**src/rtl/ro_count_reader.sv**
```systemverilog
// Measurement sequencer for a ring-oscillator edge counter: clear, gate, settle,
// sample until two consecutive reads agree, then hand the count over valid/ready.
module ro_count_reader #(
    parameter int N             = 16,
    parameter int GATE_CYCLES   = 1000,
    parameter int GATE_W        = 16,
    parameter int CLR_CYCLES    = 2,
    parameter int SETTLE_CYCLES = 4
) (
    input  logic         clk,
    input  logic         rst_n,
    input  logic         start,
    output logic         cnt_rst_n,
    output logic         cnt_en,
    input  logic [N-1:0] count_in,
    output logic [N-1:0] result,
    output logic         overflow,
    output logic         result_valid,
    input  logic         result_ready,
    output logic         busy
);

    localparam int CLR_W = $clog2(CLR_CYCLES + 1);
    localparam int SET_W = $clog2(SETTLE_CYCLES + 1);

    localparam logic [CLR_W-1:0]  CLR_LAST  = CLR_W'(CLR_CYCLES - 1);
    localparam logic [GATE_W-1:0] GATE_LAST = GATE_W'(GATE_CYCLES - 1);
    localparam logic [SET_W-1:0]  SET_LAST  = SET_W'(SETTLE_CYCLES - 1);

    typedef enum logic [2:0] {
        S_IDLE,
        S_CLEAR,
        S_GATE,
        S_SETTLE,
        S_SAMPLE,
        S_HOLD
    } state_t;

    state_t              state_q;
    logic [CLR_W-1:0]    clr_tmr_q;
    logic [GATE_W-1:0]   gate_tmr_q;
    logic [SET_W-1:0]    set_tmr_q;
    logic                cnt_rst_n_q;
    logic                cnt_en_q;
    logic [N-1:0]        result_q;
    logic                overflow_q;
    logic                valid_q;
    logic                busy_q;
    logic                msb_prev_q;
    logic [N-1:0]        s0_q;
    logic [N-1:0]        s1_q;
    logic                s1_full_q;

    always_ff @(posedge clk or negedge rst_n) begin
        if (!rst_n) begin
            state_q     <= S_IDLE;
            clr_tmr_q   <= '0;
            gate_tmr_q  <= '0;
            set_tmr_q   <= '0;
            cnt_rst_n_q <= 1'b0;
            cnt_en_q    <= 1'b0;
            result_q    <= '0;
            overflow_q  <= 1'b0;
            valid_q     <= 1'b0;
            busy_q      <= 1'b0;
            msb_prev_q  <= 1'b0;
            s0_q        <= '0;
            s1_q        <= '0;
            s1_full_q   <= 1'b0;
        end else begin
            case (state_q)
                S_IDLE: begin
                    cnt_rst_n_q <= 1'b1;
                    cnt_en_q    <= 1'b0;
                    if (start) begin
                        state_q     <= S_CLEAR;
                        cnt_rst_n_q <= 1'b0;
                        clr_tmr_q   <= '0;
                        overflow_q  <= 1'b0;
                        busy_q      <= 1'b1;
                    end
                end
                S_CLEAR: begin
                    if (clr_tmr_q == CLR_LAST) begin
                        state_q     <= S_GATE;
                        cnt_rst_n_q <= 1'b1;
                        cnt_en_q    <= 1'b1;
                        gate_tmr_q  <= '0;
                        msb_prev_q  <= 1'b0;
                    end else begin
                        clr_tmr_q <= clr_tmr_q + 1'b1;
                    end
                end
                S_GATE: begin
                    // A 1->0 transition of the MSB can only come from a wrap.
                    msb_prev_q <= count_in[N-1];
                    if (msb_prev_q && !count_in[N-1]) begin
                        overflow_q <= 1'b1;
                    end
                    if (gate_tmr_q == GATE_LAST) begin
                        state_q   <= S_SETTLE;
                        cnt_en_q  <= 1'b0;
                        set_tmr_q <= '0;
                    end else begin
                        gate_tmr_q <= gate_tmr_q + 1'b1;
                    end
                end
                S_SETTLE: begin
                    if (set_tmr_q == SET_LAST) begin
                        state_q   <= S_SAMPLE;
                        s0_q      <= count_in;
                        s1_full_q <= 1'b0;
                    end else begin
                        set_tmr_q <= set_tmr_q + 1'b1;
                    end
                end
                S_SAMPLE: begin
                    if (!s1_full_q) begin
                        s1_q      <= count_in;
                        s1_full_q <= 1'b1;
                    end else if (s0_q == s1_q) begin
                        state_q  <= S_HOLD;
                        result_q <= s1_q;
                        valid_q  <= 1'b1;
                    end else begin
                        s0_q <= s1_q;
                        s1_q <= count_in;
                    end
                end
                S_HOLD: begin
                    if (result_ready) begin
                        state_q <= S_IDLE;
                        valid_q <= 1'b0;
                        busy_q  <= 1'b0;
                    end
                end
                default: begin
                    state_q <= S_IDLE;
                    busy_q  <= 1'b0;
                    valid_q <= 1'b0;
                end
            endcase
        end
    end

    assign cnt_rst_n    = cnt_rst_n_q;
    assign cnt_en       = cnt_en_q;
    assign result       = result_q;
    assign overflow     = overflow_q;
    assign result_valid = valid_q;
    assign busy         = busy_q;

endmodule

```
**config.mk**
```make
export PLATFORM = sky130hd
export DESIGN_NAME = ro_count_reader
export DESIGN_NICKNAME = d
export VERILOG_FILES = /design/src/rtl/ro_count_reader.sv
export SDC_FILE = /design/constraint.sdc
export NUM_CORES = 1
export LEC_CHECK = 0
export CORE_MARGIN = 4
export CORE_UTILIZATION = 51
export CTS_CLUSTER_DIAMETER = 30
export DETAILED_ROUTE_END_ITERATION = 6
export PLACE_DENSITY = 0.75
export SLEW_MARGIN = 15
export SYNTH_ARGS = -nofsm -noshare
export SYNTH_HDL_FRONTEND = slang
export SYNTH_SLANG_ARGS = --single-unit
```
**constraint.sdc**
```tcl
create_clock -name clk -period 1.8 [get_ports clk]
set_clock_uncertainty 0.05 [all_clocks]
set_input_delay 0.45 -clock clk [delete_from_list [all_inputs] [get_ports clk]]
set_output_delay 0.45 -clock clk [all_outputs]
set_load 0.005 [all_outputs]
```
* Word level (Yosys, flattened, before mapping)
Index checks and enable logic that the tools add are counted.
** Operators by class
- Shifts and indexed selects :: 0
- Multiply operators :: 0
- Mux-type cells :: 41
- Add/sub/neg operators :: 3
- Div/mod/pow operators :: 0
- Bitwise gates (word level) :: 2
- Magnitude comparators :: 0
- Equal/unequal tests :: 22
- Reduce and logical (&&, ||, !) cells :: 25
** Operators with widths (number)
- $mux W16 :: 7
- $pmux W16 S2 :: 2
- $mux W3 :: 9
- $ne A2 B2 Y1 const B :: 13
- $reduce_and A3 Y1 :: 7
- $pmux W3 S6 :: 1
- $add A16 B1 Y16 const B :: 1
- $eq A16 B10 Y1 const B :: 1
- $eq A16 B16 Y1 :: 1
- $mux W1 :: 11
- $reduce_bool A2 Y1 :: 5
- $eq A3 B2 Y1 const B :: 3
- $pmux W1 S3 :: 3
- $pmux W1 S2 :: 4
- $reduce_and A2 Y1 :: 4
- $reduce_and A4 Y1 :: 2
- $reduce_or A4 Y1 :: 2
- $reduce_and A7 Y1 :: 1
- $eq A3 B3 Y1 const B :: 2
- $pmux W3 S2 :: 1
- $mux W2 :: 2
- $pmux W2 S2 :: 1
- $add A3 B1 Y3 const B :: 1
- $eq A3 B1 Y1 const B :: 1
- 7 further kinds :: 8
** Storage, ports and cells
- Register bits after elaboration :: 79
- Bits in read-only memories :: 0
- Output and inout bits :: 21
- RAM bits :: 0
- Memories kept :: 0
- Latch bits :: 0

* Depth between registers and ports, before layout
Gate-level depths: netlist (run 1).
- Depth in word-level cells :: 4
- Mapped depth :: 7

* Least setup slack after synthesis (run 1)
OpenSTA, ideal clock, no wires.
- Path type :: reg2reg
- Start :: register s1_q[2]
- End :: register result_q[10] (netlist: result[10])
- Slack :: -0.193 ns
- Data required time :: 1.625 ns
- Arrival time :: 1.818 ns
- Path buffers :: 1
- Cell stages (with the launch flop) :: 7
- Cells stage by stage :: dfrtp_1 > xnor2_1 > nand4_1 > nor4_4 > nand4_4 > buf_6 > mux2_4
** Between the ends
- Cells in the longest elaborated chain, start to end :: 2
** Ends and longest elaborated chain
- start, declared :: line 51 : logic [N-1:0] s1_q;
- start signal, assigned :: line 119 : s1_q <= count_in;
- start signal, assigned :: line 127 : s1_q <= count_in;
- $eq A16 B16 Y1 :: line 121 : end else if (s0_q == s1_q) begin
- $reduce_and A3 Y1 (no line)
- end signal, assigned :: line 123 : result_q <= s1_q;
- end, declared :: line 45 : logic [N-1:0] result_q;
Every way passes these cells.
A chain may end at the register's enable or synchronous reset.

* Final worst setup path (run 1)
- Start :: register s1_q[15]
- End :: register s0_q[13]
** Between the ends
- Cells in the longest elaborated chain, start to end :: 3
** Ends and longest elaborated chain
- $eq A16 B16 Y1 :: line 121
- $ne A2 B2 Y1 (no line)
- $reduce_and A4 Y1 (no line)
- end signal, assigned :: line 111 : s0_q <= count_in;
- end signal, assigned :: line 126 : s0_q <= s1_q;
- end, declared :: line 50 : logic [N-1:0] s0_q;
Every way passes these cells.

==> metrics.txt, run 1 <==
dpl ws -216 ps; Final Max Slew Viols 0; FF-to-FF End s0_q[13]; Seq cells post-synth 79; RSZ-0062 raised after global routing true; worst-path fanout max 12; fmax just under 500 MHz; Ports 41; Clock H-tree levels 3; Final min period a little over 2000 ps; Synth Area in XOR/XNOR 0.0528; final setup margin -243 ps; required time of the critical path 1980 ps; DIE WIDTH about 94 um; Worst-Skew Late Latency 350 ps; Vias/cell around 5.4; fraction of synthesized area in multiplexers 0.206; met3 GRT Util 0.0295; mapped cell area between 3000 and 4000 um2; worst-case reg-to-reg path depth 7; Vias 2823; critical path data arrival time roughly 2200 ps; final number of setup-violating endpoints 54; Reg power frac 0.394; Initial Utilization 0.526; critical path launch point type flip-flop; Pint 4.64 mW; NumNets Final 444; grt ovf 0; WL final 8490 um; Most Used Layer, Global Route met2; pin count of the biggest net entering global routing 34; TritonCTS Sinks about 80; Synth cell types roughly 40; status finished, violations left; Mapped Cells 312; Worst Min Path Start clr_tmr_q[1]; initial antenna violation count 0; CTS tree built; CTS max path bufs 2; wire length per cell 16.2 um; Ys Warns 0; first-pass GRT wire length 13900 um; DRC viols 0; Die Ht around 94 um; Root Buffer clkbuf_8; switching power approximately 2.3 mW; antenna cell count 0; total of max-cap violations 0; final hold vios 0; worst r2r src s1_q[15]; share of cells above drive strength 1 0.426; drt first-iter violations 120; Most used DFF post-synth dfrtp_1; violated checks setup timing; PortBufs 40; fin area 5270 um2; combinational fraction of design power 0.397; power per cell area 1320 nW/um2; Async SR Flop Fraction 1.00; clock network power share 0.209; cell leakage power 2.34 nW; CTS Buf Count 9; Compound-Gate Fraction of Synth Area 0.0548; Simple-Gate Fraction of Synth Area 0.127; die area roughly 9000 um2; met2 usage in global routing 0.316; crit-path max cell delay 410 ps; non-filler cells in the finished layout 524; slowest CP cell nor4_4; slew margin rel. 0.659; RePlAce Congestion 0.832; internal reg-to-reg setup slack -240 ps; syn avg cell area 12.2 um2; number of detailed-route iterations in the first pass 4; clock-pin slew on the worst setup and hold paths 90 ps; Max VDD drop 0.000629 V; Tcrit/Tclk final 1.13; slew at the pin closest to its max-slew limit 510 ps; Cell Area, Placed 4780 um2; post-synthesis sequential area ratio 0.519; layout filler cell count 489; number of routed nets with antenna violations 0; vias in the first global route just under 3000; GR met1 Demand/Resource 0.278; row count 31; Worst Setup End Kind flip-flop; Adder-Cell Fraction of Synth Area 0.0131; WS Path Type reg2reg; P&R area growth vs syn 38.1%; Net Sw Frac 0.331; core area 7250 um2; number of synthesized flops with an enable pin 0; Final HPWL DP between 5000 and 6000 um; Syn Nets 336; Critical Path Source s1_q[15]; # placed instances 500; critical path, cell by cell xnor2_1, nand4_1, nor4_4, buf_4, o21ai_4, buf_12, mux2_2; Total GRT Usage 0.199; crit path to s0_q[13]; worst min path class reg2reg; largest family of logic cells by synthesized area multiplexers
cell families after synthesis:
| kind of cell | after synthesis |
|---|---|
| AOI/OAI and AO/OA | 34 |
| xor gates and xnor gates | 23 |
| adders and majority gates | 4 |
| buffers and inverters | 21 |
| DFF | 79 |
| muxes | 67 |
| and+or+nand+nor | 84 |
sequential cells by signal, summed over array words and instances, names as in the netlist, 2 cells and up:
signal,cells
state_q,3
result,16
clr_tmr_q,2
gate_tmr_q,16
set_tmr_q,3
s0_q,16
s1_q,16
through the flow:
step / power (mW) / hold slack, ps / util / TNS [ps]
after floorplan: 4.17 / 104 / - / -3200
after global placement: 5.17 / 381 / 0.659 / -8500
after detailed placement: 5.28 / 379 / 0.659 / -9180
after CTS: 6.82 / 452 / 0.704 / -9580
after global routing: 7.36 / 474 / 0.726 / -15010
final: 6.94 / 447 / 0.726 / -10300
power groups by stage:
stage	sequential [mW]	clock (mW)	combinational (mW)
2_1_floorplan	2.70	0	1.47
3_3_place_gp	2.72	0	2.45
3_5_place_dp	2.75	0	2.53
4_1_cts	2.72	1.48	2.62
5_1_grt	2.80	1.57	2.99
6_report	2.73	1.45	2.75
worst min path at each step:
stage / to / slack (ps) / cells after the start
2_1_floorplan: busy / 100 / 0
3_3_place_gp: clr_tmr_q[1] / 380 / 1
3_5_place_dp: set_tmr_q[0] / 380 / 1
4_1_cts: clr_tmr_q[1] / 450 / 2
5_1_grt: set_tmr_q[2] / 470 / 1
6_report: clr_tmr_q[1] / 450 / 2
worst max-delay path, delay by kind of cell, from the launching register on:
kind / cells / cell delay, ps
AND/OR/NAND/NOR: 2 / 580
flip-flops: 1 / 400
buffers and inverters: 2 / 360
multiplexers: 1 / 270
XOR/XNOR: 1 / 210
AO/OA/AOI/OAI: 1 / 70
cells in the mapped netlist, types with 2 or more instances:
cell      number  area, um2
dfrtp_1       79       1980
mux2_2        56        631
xnor2_1       20        175
nor2_1        17       63.8
nand2_1       16       60.1
o21ai_0       13       65.1
inv_1         11       41.3
nand3_1       11       55.1
nand4_1       11       68.8
mux2_4         9        135
a21oi_1        8       40.0
nor4_1         5       31.3
and3_1         4       25.0
buf_2          4       20.0
ha_1           4       50.1
and4_1         3       26.3
buf_6          3       33.8
clkbuf_1       3       11.3
nor3_1         3       15.0
o31ai_1        3       22.5
xor2_1         3       26.3
a22o_1         2       17.5
a31oi_1        2       12.5
mux2i_1        2       20.0
nor4b_1        2       17.5
or3_1          2       12.5
or4_1          2       15.0
per-layer routing:
layer	share of wire	routed length, um
met1	0.45	3830
met4	0.024	200
met3	0.037	310
met2	0.49	4150
met5	0	0
cells in the final DEF (no fill, tap or decap), drive strengths merged, types with 3 or more instances in the layout:
master,instances
nand3,11
xor2,3
and4,3
nor2,17
clkbuf,10
dfrtp,79
o21ai,14
o31ai,3
buf,67
nor3,4
inv,12
nor4,6
xnor2,20
mux2,65
ha,4
nand2,17
clkdlybuf4s50,39
and3,4
nand4,12
a21oi,9
what timing repair did:
action,4_1_cts,5_1_grt
endpoints found under the setup margin,55,65
hold buffers,1,0
buffers inserted,3,6
gates resized for setup,16,28
pin swaps,10,18
hold endpoints to repair,4,0
cell type report:
type,count,area (um2),area share
multi-input cells,212,1930,0.367
inverters,11,41.3,0.00784
repair buffers,107,971,0.184
clock inverters,6,92.6,0.0176
well taps,99,124,0.0235
clock buffers,10,128,0.0242
flip-flops and latches,79,1980,0.375
(Power assumes the default switching activity.)
==> run 2: changes to the inputs <==
--- a/config.mk
+++ b/config.mk
@@ -5,11 +5,13 @@
 export SDC_FILE = /design/constraint.sdc
 export NUM_CORES = 1
 export LEC_CHECK = 0
+export CAP_MARGIN = 0
 export CORE_MARGIN = 4
-export CORE_UTILIZATION = 51
+export CORE_UTILIZATION = 53
+export CTS_BUF_LIST = sky130_fd_sc_hd__clkbuf_8
 export CTS_CLUSTER_DIAMETER = 30
 export DETAILED_ROUTE_END_ITERATION = 6
-export PLACE_DENSITY = 0.75
+export PLACE_DENSITY = 0.78
 export SLEW_MARGIN = 15
 export SYNTH_ARGS = -nofsm -noshare
 export SYNTH_HDL_FRONTEND = slang
==> metrics.txt, run 2 (synthesis gave the netlist of run 1 again) <==
layout filler cell count 424 (-13%); WS Path Type reg2reg; combinational fraction of design power 0.411 (+0.014); Ports 41 (unchanged); critical path data arrival time 2270 ps (+50 ps); final hold vios 2 (+2); clock network power share 0.197 (-0.012); Vias/cell 5.61 (+4.1%); final setup margin -269 ps (-26.8 ps); # placed instances 494 (-1.2%); DRC viols 0 (unchanged); switching power 2.42 mW (+5.2%); DIE WIDTH 92.8 um (-1.7%); vias in the first global route 3034 (+3.9%); WL final 9620 um (+13%); RePlAce Congestion 0.782 (-6.0%); Worst-Skew Late Latency 360 ps (about the same); Post-CTS Hold Fix Bufs 0 (-1); cell leakage power 2.38 nW (+1.8%); Initial Utilization 0.552 (+0.0264); critical path launch point type flip-flop; slowest CP cell dfrtp_1; number of detailed-route iterations in the first pass 4 (unchanged); pin count of the biggest net entering global routing 35 (+2.9%); fin area 5330 um2 (+1.2%); dpl ws -366 ps (-150 ps); non-filler cells in the finished layout 526 (+0.38%); CTS tree built; total of max-cap violations 0 (unchanged); PortBufs 40 (unchanged); power per cell area 1310 nW/um2 (-0.55%); Final Max Slew Viols 0 (unchanged); Max VDD drop 0.000919 V (+46%); Die Ht 92.8 um (-1.7%); fmax 483 MHz (-1.3%); most frequent cells in the layout dfrtp_1, buf_4, mux2_2; clock-pin slew on the worst setup and hold paths 90 ps (about the same); initial antenna violation count 0 (unchanged); Tcrit/Tclk final 1.15 (+0.0149); Final min period 2070 ps (+26.8 ps); final core utilization 0.771 (+0.0453); Pint 4.56 mW (-1.7%); Total GRT Usage 0.218 (+0.0191); grt ovf 0 (unchanged); CTS Buf Count 9 (unchanged); slew at the pin closest to its max-slew limit 497 ps (-13.6 ps); core area 6910 um2 (-4.8%); Hold WS -0.813 ps (-447 ps); most common cell after layout, fill and taps aside dfrtp_1; share of cells above drive strength 1 0.437 (+0.0113); violated checks hold timing, setup timing; final number of setup-violating endpoints 56 (+3.7%); Cell Area, Placed 4750 um2 (-0.55%); CTS max path bufs 2 (unchanged); first-pass GRT wire length 14800 um (+6.7%); worst-path fanout max 9 (-3); RSZ-0062 raised after global routing true; Final HPWL DP 5800 um (-1.2%); Worst Setup End Kind flip-flop; row count 30 (-3.2%); Clock H-tree levels 3 (unchanged); worst min path class in2async; Reg power frac 0.392 (-0.002); number of routed nets with antenna violations 0 (unchanged); Fin Setup TNS -11670 ps (-1380 ps); status finished, violations left; TritonCTS Sinks 79 (unchanged); Net Sw Frac 0.347 (+0.0153); crit-path max cell delay 420 ps (about the same); antenna cell count 0 (unchanged); NumNets Final 449 (+1.1%); Root Buffer clkbuf_8; P&R area growth vs syn 39.7%; drt first-iter violations 159 (+33%); slew margin rel. 0.669 (+0.0101); wire length per cell 18.3 um (+13%); die area 8610 um2 (-3.5%); Vias 2951 (+4.5%); required time of the critical path 2000 ps (+20 ps); critical path, cell by cell xnor2_2, nand4_1, nor4_4, buf_4, nand4_4, buf_6, mux2_4
-- run 2: worst paths after layout --
check / slack, ps / from / cells after the start / endpoint
hold / removal: -0.8 / rst_n / 1 / cnt_rst_n
hold reg to reg: 450 / clr_tmr_q[1] / 2 / clr_tmr_q[1]
max in group asynchronous: 1180 / rst_n / 2 / gate_tmr_q[13]
setup reg to reg: -270 / s1_q[13] / 7 / result[13]
setup / recovery: -270 / s1_q[13] / 7 / result[13]
min in group clk: 450 / clr_tmr_q[1] / 2 / clr_tmr_q[1]
-- run 2: per-stage QoR --
step / total power, mW / hold WS, ps
2_1_floorplan: 4.17 / 104
3_3_place_gp: 5.16 / 388
3_5_place_dp: 5.26 / 389
4_1_cts: 6.69 / 4.64
5_1_grt: 7.39 / 23.8
6_report: 6.98 / -0.813
-- run 2: layer usage --
metal	up-vias	track usage	wire (um)
li1	1370	-	-
met1	1487	0.295	4250
met2	77	0.349	4820
met3	17	0.0284	331
met4	0	0.105	214
met5	-	0	0
-- run 2: cell type report --
class | instances | area (um2) | share of cell area
flip-flops and latches | 79 | 1980 | 0.371
multi-input cells | 212 | 1940 | 0.363
repair buffers | 112 | 1040 | 0.195
clock buffers | 10 | 138 | 0.0258
well taps | 96 | 120 | 0.0226
clock inverters | 6 | 70.1 | 0.0132
inverters | 11 | 45.0 | 0.00846
-- run 2: power by group through the flow --
stage               clock, mW  sequential (mW)  combinational [mW]
finish                   1.37             2.74                2.87
global route             1.48             2.80                3.11
CTS                      1.38             2.69                2.62
detailed placement          0             2.72                2.54
global placement            0             2.68                2.48
floorplan                   0             2.70                1.47
-- run 2: critical path: cells and delay by family (launching register included) --
kind	cells	cell delay, ps
simple gates	3	630
flops	1	420
buf+inv	2	340
mux	1	300
xor+xnor	1	210
-- run 2: repair_timing --
item	in CTS	in global routing
endpoints found under the setup margin	61	68
cloned	1	0
setup buffers	6	10
resized for setup	12	35
pin swaps	10	20
==> run 3: changes to the inputs <==
--- a/config.mk
+++ b/config.mk
@@ -7,11 +7,11 @@
 export LEC_CHECK = 0
 export CAP_MARGIN = 0
 export CORE_MARGIN = 4
-export CORE_UTILIZATION = 53
+export CORE_UTILIZATION = 62
 export CTS_BUF_LIST = sky130_fd_sc_hd__clkbuf_8
 export CTS_CLUSTER_DIAMETER = 30
 export DETAILED_ROUTE_END_ITERATION = 6
-export PLACE_DENSITY = 0.78
+export PLACE_DENSITY = 0.85
 export SLEW_MARGIN = 15
 export SYNTH_ARGS = -nofsm -noshare
 export SYNTH_HDL_FRONTEND = slang
==> constraint.sdc (replaced) <==
create_clock -name clk -period 2.5 [get_ports clk]
set_clock_uncertainty 0.05 [all_clocks]
set_input_delay 0.625 -clock clk [delete_from_list [all_inputs] [get_ports clk]]
set_output_delay 0.625 -clock clk [all_outputs]
set_load 0.005 [all_outputs]
==> metrics.txt, run 3 (synthesis gave the netlist of run 1 again) <==
status finished, final reports clean; clock-pin slew on the worst setup and hold paths 80 ps (about the same); DR WL met2 4020 um (-17%); DIE WIDTH 86.4 um (-6.9%); final number of setup-violating endpoints 0 (-100%); RSZ-0062 raised after global routing false; drt first-iter violations 204 (+28%); required time of the critical path 2690 ps (+690 ps); layout filler cell count 399 (-5.9%); core area 5960 um2 (-14%); power per cell area 977 nW/um2 (-25%); internal reg-to-reg setup slack 240 ps (+510 ps); Post-CTS Setup Inserts 0 (-6); die area 7470 um2 (-13%); TritonCTS Sinks 79 (unchanged); Final HPWL DP 5540 um (-4.4%); pin count of the biggest net entering global routing 64 (+83%); Post-CTS Hold Fix Bufs 0 (unchanged); Worst-Skew Late Latency 360 ps (about the same); Root Buffer clkbuf_8; Multi-input gate area 1730 um2 (-11%); first-pass GRT wire length 13700 um (-7.3%); Vias 2693 (-8.7%); fmax 442 MHz (-8.5%); CTS tree built; Max VDD drop 0.000670 V (-27%); CTS resizes 0 (-12); worst r2r src state_q[1]; FF+latch area 1980 um2 (about the same); WL final 8220 um (-15%); DRC viols 0 (unchanged); initial antenna violation count 0 (unchanged); total of max-cap violations 0 (unchanged); Total GRT Usage 0.242 (+0.0232); NumNets Final 389 (-13%); FF-to-FF End s0_q[1]; Initial Utilization 0.640 (+0.0881); slew margin rel. 0.378 (-0.291); worst-path fanout max 16 (+7); fin area 4530 um2 (-15%); number of routed nets with antenna violations 0 (unchanged); slew at the pin closest to its max-slew limit 933 ps (+436 ps); Clock H-tree levels 3 (unchanged); critical path data arrival time 2450 ps (+180 ps); worst min path class in2async; Worst Setup End Kind flip-flop; CTS max path bufs 2 (unchanged); vias in the first global route 2838 (-6.5%); Cell Area, Placed 4340 um2 (-8.7%); antenna cell count 0 (unchanged); worst-case reg-to-reg path depth 4 (-3); DR top layer met4; most frequent cells in the layout dfrtp_1, mux2_2, clkdlybuf4s50_1; PortBufs 40 (unchanged); wire length per cell 18.5 um (+1.0%); P&R area growth vs syn 18.8%; number of detailed-route iterations in the first pass 4 (unchanged); row count 28 (-6.7%); cell leakage power 1.99 nW (-17%); final hold vios 0 (-2); WS Path Type reg2reg; Die Ht 86.4 um (-6.9%); metal3 WL 381 um (+15%); Metal-1 WL 3600 um (-15%); Fin Setup TNS 0 ps (+11670 ps); Tcrit/Tclk final 0.904 (-0.245); grt ovf 0 (unchanged); most common cell after layout, fill and taps aside dfrtp_1; CTS Buf Count 9 (unchanged); Vias/cell 6.05 (+7.9%); share of cells above drive strength 1 0.270 (-0.167); Final min period 2260 ps (+192 ps); Final Max Slew Viols 0 (unchanged); RePlAce Congestion 0.815 (+4.2%); Ports 41 (unchanged); critical path launch point type flip-flop
-- run 3: changes by cell type in the layout (fill, tap and decap cells not counted), moves of 3 or more --
cell,previous run,this run
buf_12,4,1
nor4_1,2,5
nor4_4,4,1
clkinv_2,0,3
buf_6,9,0
and4_4,3,0
and4_1,0,3
clkinvlp_4,4,1
buf_4,59,12
-- run 3: power by group --
group / internal (mW) / switching (mW)
clock: 0.454 / 0.472
sequential: 1.66 / 0.367
combinational: 0.766 / 0.705
-- run 3: critical path, stage by stage, from the launching register on --
cell	delay (ps)
dfrtp_1	460
nor2_1	320
nand3_1	160
o21ai_2	730
mux2_2	420
-- run 3: cell type report --
type | count | share of cell area
sequential | 79 | 0.436
multi-input combinational | 212 | 0.382
timing repair buffer | 52 | 0.110
clock buffer | 9 | 0.0273
tap | 75 | 0.0207
clock inverter | 7 | 0.0144
inverter | 11 | 0.00911
-- run 3: per-layer routing --
metal	vias up	global-route usage
li1	1237	-
met1	1347	0.312
met2	91	0.388
met3	18	0.0466
met4	0	0.126
met5	-	0
-- run 3: stage by stage --
step | worst slack, ps | cells | power [mW] | utilization | hold slack [ps]
2_1_floorplan | 507 | 312 | 2.97 | - | 279
3_3_place_gp | 349 | 429 | 3.38 | 0.729 | 414
3_5_place_dp | 298 | 429 | 3.49 | 0.729 | 429
4_1_cts | 271 | 445 | 4.44 | 0.761 | 72.0
5_1_grt | 124 | 445 | 4.70 | 0.761 | 77.5
6_report | 239 | 445 | 4.43 | 0.761 | 75.9
-- run 3: worst max path at each step --
stage	from	endpoint	slack (ps)	cells after the start
5_1_grt	s1_q[10]	s0_q[0]	120	5
3_5_place_dp	s1_q[10]	s0_q[12]	300	5
3_3_place_gp	s1_q[2]	s0_q[0]	350	5
4_1_cts	state_q[1]	s0_q[1]	270	4
2_1_floorplan	s1_q[2]	result[10]	510	6
6_report	state_q[1]	s0_q[1]	240	4
